File: src/rtl/dport_pxtimer_pkg.sv
// Shared defaults and helpers for the DisplayPort pixel-timing generator.
package dport_pxtimer_pkg;
  localparam int DP_CNT_W  = 16;
  localparam int DP_FRAC_W = 15;
  localparam int DP_INC_W  = 17;
  localparam int DP_NRATES = 3;

  function automatic int rsel_width(input int n);
    return (n > 1) ? $clog2(n) : 1;
  endfunction
endpackage

File: src/rtl/dport_pxtimer_cfg.sv
// Timing config stage: rate-table mux, shadow bank and load-pending tracking.
// DPORT_PXTIMER_SHADOW_EN selects frame-boundary shadowing; otherwise live pass-through.
module dport_pxtimer_cfg
  import dport_pxtimer_pkg::*;
#(
  parameter int CNT_W  = DP_CNT_W,
  parameter int INC_W  = DP_INC_W,
  parameter int NRATES = DP_NRATES,
  parameter int RSEL_W = rsel_width(NRATES)
) (
  input  logic                    dpclk,
  input  logic                    reset,
  input  logic [RSEL_W-1:0]       rate_sel,
  input  logic [NRATES*INC_W-1:0] sclkinc,
  input  logic [CNT_W-1:0]        htot,
  input  logic [CNT_W-1:0]        vtot,
  input  logic [CNT_W-1:0]        vact,
  input  logic                    cfg_load,
  input  logic                    boundary,
  output logic [CNT_W-1:0]        a_htot,
  output logic [CNT_W-1:0]        a_vtot,
  output logic [CNT_W-1:0]        a_vact,
  output logic [INC_W-1:0]        a_inc,
  output logic                    halted,
  output logic                    load,
  output logic                    cfg_pending
);
  logic [INC_W-1:0] sel_inc;

  // Out-of-range selects fall back to entry 0.
  always_comb begin
    sel_inc = sclkinc[0 +: INC_W];
    for (int k = 1; k < NRATES; k++)
      if (int'(rate_sel) == k) sel_inc = sclkinc[k*INC_W +: INC_W];
  end

`ifdef DPORT_PXTIMER_SHADOW_EN
  logic pend_nxt;

  // A halted generator has no boundary to wait for, so it adopts at once.
  assign load     = halted ? (cfg_load | cfg_pending) : (boundary & cfg_pending);
  assign pend_nxt = !halted && ((cfg_pending && !load) || cfg_load);

  always_ff @(posedge dpclk) begin
    if (reset || load) begin
      a_htot <= htot;
      a_vtot <= vtot;
      a_vact <= vact;
      a_inc  <= sel_inc;
    end
    if (reset) cfg_pending <= 1'b0;
    else       cfg_pending <= pend_nxt;
  end
`else
  logic cfg_unused;

  assign a_htot      = htot;
  assign a_vtot      = vtot;
  assign a_vact      = vact;
  assign a_inc       = sel_inc;
  assign load        = 1'b0;
  assign cfg_pending = 1'b0;
  assign cfg_unused  = ^{dpclk, reset, cfg_load, boundary};
`endif

  assign halted = (a_htot == '0) || (a_inc == '0);
endmodule

File: src/rtl/dport_pxtimer.sv
// Fractional pixel-timing generator: accumulator, line counter and strobe registers.
// Shadowed config loading is enabled with DPORT_PXTIMER_SHADOW_EN.
module dport_pxtimer
  import dport_pxtimer_pkg::*;
#(
  parameter int CNT_W  = DP_CNT_W,
  parameter int FRAC_W = DP_FRAC_W,
  parameter int INC_W  = DP_INC_W,
  parameter int NRATES = DP_NRATES,
  parameter int RSEL_W = rsel_width(NRATES)
) (
  input  logic                    dpclk,
  input  logic                    reset,
  input  logic [RSEL_W-1:0]       rate_sel,
  input  logic [NRATES*INC_W-1:0] sclkinc,
  input  logic [CNT_W-1:0]        htot,
  input  logic [CNT_W-1:0]        vtot,
  input  logic [CNT_W-1:0]        vact,
  input  logic                    cfg_load,
  output logic                    dphstart,
  output logic                    dpvstart,
  output logic                    dpvblank,
  output logic                    dpdmahstart,
  output logic                    dmastart,
  output logic [CNT_W-1:0]        line_idx,
  output logic                    cfg_pending
);
  localparam int AW = CNT_W + FRAC_W;

  logic [CNT_W-1:0] a_htot, a_vtot, a_vact;
  logic [INC_W-1:0] a_inc;
  logic             halted, load, line_end, boundary;
  logic [AW-1:0]    acc, acc_step;
  logic [CNT_W-1:0] yctr;

  dport_pxtimer_cfg #(
    .CNT_W (CNT_W),
    .INC_W (INC_W),
    .NRATES(NRATES),
    .RSEL_W(RSEL_W)
  ) u_cfg (
    .dpclk      (dpclk),
    .reset      (reset),
    .rate_sel   (rate_sel),
    .sclkinc    (sclkinc),
    .htot       (htot),
    .vtot       (vtot),
    .vact       (vact),
    .cfg_load   (cfg_load),
    .boundary   (boundary),
    .a_htot     (a_htot),
    .a_vtot     (a_vtot),
    .a_vact     (a_vact),
    .a_inc      (a_inc),
    .halted     (halted),
    .load       (load),
    .cfg_pending(cfg_pending)
  );

  assign line_end = !halted && (acc[AW-1:FRAC_W] >= a_htot);
  assign boundary = line_end && (yctr == a_vtot);
  // Carrying the remainder past the line end keeps long-term timing drift-free.
  assign acc_step = line_end ? (acc - {a_htot, {FRAC_W{1'b0}}} + AW'(a_inc))
                             : (acc + AW'(a_inc));

  always_ff @(posedge dpclk) begin
    if (reset) begin
      acc         <= '0;
      yctr        <= '0;
      line_idx    <= '0;
      dphstart    <= 1'b0;
      dpvstart    <= 1'b0;
      dpvblank    <= 1'b0;
      dpdmahstart <= 1'b0;
      dmastart    <= 1'b0;
    end else begin
      dphstart    <= line_end;
      dpvstart    <= line_end && (yctr == '0);
      dpdmahstart <= line_end && (yctr < a_vact);
      dpvblank    <= line_end && (yctr == a_vact);
      dmastart    <= boundary;
      if (line_end) begin
        line_idx <= yctr;
        yctr     <= boundary ? '0 : yctr + 1'b1;
      end
      if (load)         acc <= '0;
      else if (!halted) acc <= acc_step;
    end
  end
endmodule

File: config.mk
export PLATFORM = sky130hd
export DESIGN_NAME = dport_pxtimer
export DESIGN_NICKNAME = d
export VERILOG_FILES = /design/src/rtl/dport_pxtimer_pkg.sv /design/src/rtl/dport_pxtimer_cfg.sv /design/src/rtl/dport_pxtimer.sv
export SDC_FILE = /design/constraint.sdc
export NUM_CORES = 1
export LEC_CHECK = 0
export BUFFER_PORTS_ARGS = -buffer_cell sky130_fd_sc_hd__buf_2
export CAP_MARGIN = 25
export CORE_UTILIZATION = 46
export DETAILED_ROUTE_END_ITERATION = 12
export GPL_ROUTABILITY_DRIVEN = 1
export HOLD_SLACK_MARGIN = 0.02
export PLACE_DENSITY = 0.81
export SLEW_MARGIN = 10
export SYNTH_ARGS = -nofsm -noshare
export SYNTH_HDL_FRONTEND = slang
export SYNTH_SLANG_ARGS = --single-unit
File: constraint.sdc
create_clock -name dpclk -period 3.7 [get_ports dpclk]
set_clock_uncertainty 0.2 [all_clocks]
set_input_delay 0.37 -clock dpclk [delete_from_list [all_inputs] [get_ports dpclk]]
set_output_delay 0.37 -clock dpclk [all_outputs]
set_load 0.02 [all_outputs]
==> impl_results.md <==
* Leak pwr at just under 5 nW
* Cell Pwr Density at about 620 nW/um^2
* Worst Path Required at 3.72 ns
* Full die area at between 15000 and 20000 um^2
* Hold_sp: vact[15]
* Post-synth cell types at 70
* Synth Register Bits at roughly 70
* Drt wl/cell at around 16 um
* Placer Congestion at 0.9370
* Synth warn at 0
* Largest net degree at the start of global routing at 55
* Syn nets at about 1200
* Vias in the first global route at just under 8000
* Area grow syn2layout at 28.74%
* Clock Path Buffers at 2
* Post-DP Area at approximately 9400 um^2
* CP Launch Type: primary input
* Post-layout min period at between 3 and 4 ns
* Core Area at 16580 um^2
* Worst slew pin tran at ~0.70 ns
* Largest cells by area after synthesis: dfxtp_1 17%, ha_1 17%, mux2i_1 6.9%
* Critical Path Fanout Max at 7
* Final setup margin at -0.01135 ns
* Max-slew violation count at 0
* R2R Path End: yctr[15]
* Cell taking the most area after synthesis: dfxtp_1
* CTS Sinks at 68
* CTS clock-pin slew for the worst setup and hold paths at 0.06 ns
* Primary FF master, synth: dfxtp_1
* Detail Route Antenna Nets at 0
* Drt pass-1 iters at 6
* Cell Area, Synth at 7796 um^2
* Htree depth at 3
* Starting Density at 47.01%
* CTS tree: done
* Hold Crit Endpoint: dpdmahstart
* Fin crit share at 100.3%
* Clk_lat worst skew at 0.34 ns
* Nets at roughly 1400
* Top Ports at 126
* Gr usage total at between 20% and 30%
* Slew margin rel. at about 53%
* Max stage delay on crit path at about 0.33 ns
* FP Rows at 47
* Fin area at 10040 um^2
* Antenna Cells at 0
* DRC viols at 0
* Gr ovfl total at 0
* R2R depth at 12
* Num CTS Buffers at 9
* Average vias per placed instance at between 5 and 6
* # port buffers at 123
* CP max-delay cell: ha_1
* Final Hold Vio Count at 0
* Root buf cell: clkbuf_16
* Hold Path Class: in2reg
* Mapped Avg Cell Area at ~8 um^2
* DP Worst Slack at -0.3281 ns
* Total wire length at roughly 23000 um
* Fmax at around 270 MHz
* CP Cell Sequence: buf_2 > buf_4 > buf_4 > mux2i_1 > mux2i_1 > inv_1 > ha_1 > inv_1 > ha_1 > buf_4 > a21o_1 > a21o_1 > a21oi_2 > nor2b_1 > nor4_1 > buf_4 > buf_4 > o21ai_0 > xnor2_1 > o22ai_1
* Vias post-DR at between 8000 and 9000
* Share of synthesized registers carrying an async set or reset at 0%
* Post-Syn Instances at 1000
* Max-cap violations at 0
* Violated checks: setup timing
* RSZ-0062 raised after global routing: true
* Worst r2r src: acc[21]
* Most frequent CP cell: buf_4
* Global-route wire length before repair at ~37000 um
* Critical Path Sink Type: flip-flop
* Hold path depth at 4
* Proportion of netlist area held by the largest area contributor at ~17%
* Chip Width at between 100 and 150 um
* Arrival @ worst endpoint at 3.73 ns
* VDD IR max at 0.0002658 V
* Post-synth EDFFs at 0
* Post-DP HPWL at around 17000 um
* Layout cells sized above 1 at 26.10%
* Initial DRC count at ~750
* Hold_buf cts at 0
* R2R Setup Slk at between 0.2 and 0.25 ns
* Final Setup Violations at 2
* Initial antenna violation count at 0
* Chip height at ~130 um
* Kind of critical path: in2reg
* Outcome: finished, violations left
* Register area share after synthesis at between 10% and 20%
-- layout make-up --
type / instances / area, um^2
clock buffers: 9 / 225.2
clock inverters: 7 / 80.08
fillers: 1386 / 6546
inverters: 120 / 450.4
multi-input cells: 770 / 5986
flip-flops and latches: 68 / 1361
well taps: 220 / 275.3
repair buffers: 252 / 1659
-- per-stage QoR --
stage	hold WS, ns	utilization [%]	setup TNS [ns]	instances	total power [W]
2_1_floorplan	0.2702	-	0	1000	0.003422
3_3_place_gp	0.2410	56.86	-2.541	1424	0.004711
3_5_place_dp	0.2451	56.86	-3.609	1424	0.004808
4_1_cts	0.2042	58.70	0	1440	0.005736
5_1_grt	0.2251	60.53	-0.4071	1446	0.006675
6_report	0.2011	60.53	-0.02114	1446	0.006242
-- synthesized netlist by cell type (8+ instances only) --
cell type	n
buf_2	8
o21bai_1	8
nand2_1	86
buf_4	8
o21ai_0	32
o21a_1	12
nor3_1	23
nand3_1	21
fa_1	10
mux2i_1	54
a311oi_1	9
nor2b_1	11
clkbuf_1	19
xnor2_1	34
inv_1	120
and3_1	9
nor2_1	63
a211oi_1	17
a31oi_1	8
nor4_1	18
a21o_1	22
xor2_1	34
ha_1	107
dfxtp_1	68
a21oi_1	84
nand4_1	11
-- flip-flops by register name, indices dropped and copies added, names as in the netlist --
signal       count
acc             31
dmastart         1
dpdmahstart      1
dphstart         1
dpvblank         1
dpvstart         1
line_idx        16
yctr            16
-- per-layer routing --
layer | global-route usage (%) | vias up | routed length (um)
li1 | - | 3970 | -
met1 | 32.95 | 3819 | 9969
met2 | 43.33 | 359 | 10880
met3 | 3.037 | 56 | 1503
met5 | 0 | - | 0
met4 | 9.770 | 0 | 655
-- placed cells by master, fill, tap and decap left out, drive strengths merged, types with 10 or more instances in the layout --
master and n:
nor2b 11, nor4 18, xor2 34, o21a 12, a21o 22, a211oi 19
nand2 86, dfxtp 68, o21ai 37, nor3 24, nor2 63, nand3 23
fa 10, buf 252, mux2i 54, a311oi 10, inv 124, nand4 11
xnor2 34, a21oi 84, ha 107
-- power breakdown --
part           total (W)  internal [W]  switching, W  leakage (nW)
clock           0.000897      0.000531      0.000366         0.143
combinational    0.00439       0.00208       0.00231          4.21
sequential      0.000951      0.000843      0.000108         0.553
-- critical path: cells and delay by family --
family | cells | cell delay (ns)
AO/OA/AOI/OAI | 5 | 0.73
AND/OR/NAND/NOR | 2 | 0.35
XOR/XNOR | 1 | 0.19
multiplexers | 2 | 0.38
adder cells (fa/ha/maj) | 2 | 0.62
buffers and inverters | 8 | 1.09
-- timing repair --
action / 4_1_cts / 5_1_grt
buffers inserted: 0 / 5
hold endpoints to repair: 0 / 0
setup endpoints to repair: 0 / 15
resized for setup: 0 / 51
-- cells by family after synthesis --
logic type / count (synthesis) / synth area share [%]
buffers and inverters: 162 / 8.907
AO/OA/AOI/OAI: 256 / 22.21
adder cells (fa/ha/maj): 117 / 19.74
AND/OR/NAND/NOR: 274 / 17.06
other: 1 / 0.04810
multiplexers: 54 / 6.933
flip-flops: 68 / 17.46
XOR/XNOR: 68 / 7.639
-- worst max path at each step --
| stage | from | to | slack, ns | cells past startpoint |
|---|---|---|---|---|
| 2_1_floorplan | rate_sel[1] | acc[27] | 0.03 | 15 |
| 3_3_place_gp | rate_sel[0] | acc[28] | -0.28 | 17 |
| 3_5_place_dp | rate_sel[0] | acc[30] | -0.33 | 17 |
| 4_1_cts | rate_sel[0] | acc[30] | 0.01 | 17 |
| 5_1_grt | rate_sel[0] | acc[25] | -0.08 | 20 |
| 6_report | rate_sel[0] | acc[25] | -0.01 | 20 |
No activity file was read; power rests on OpenSTA's default activity.
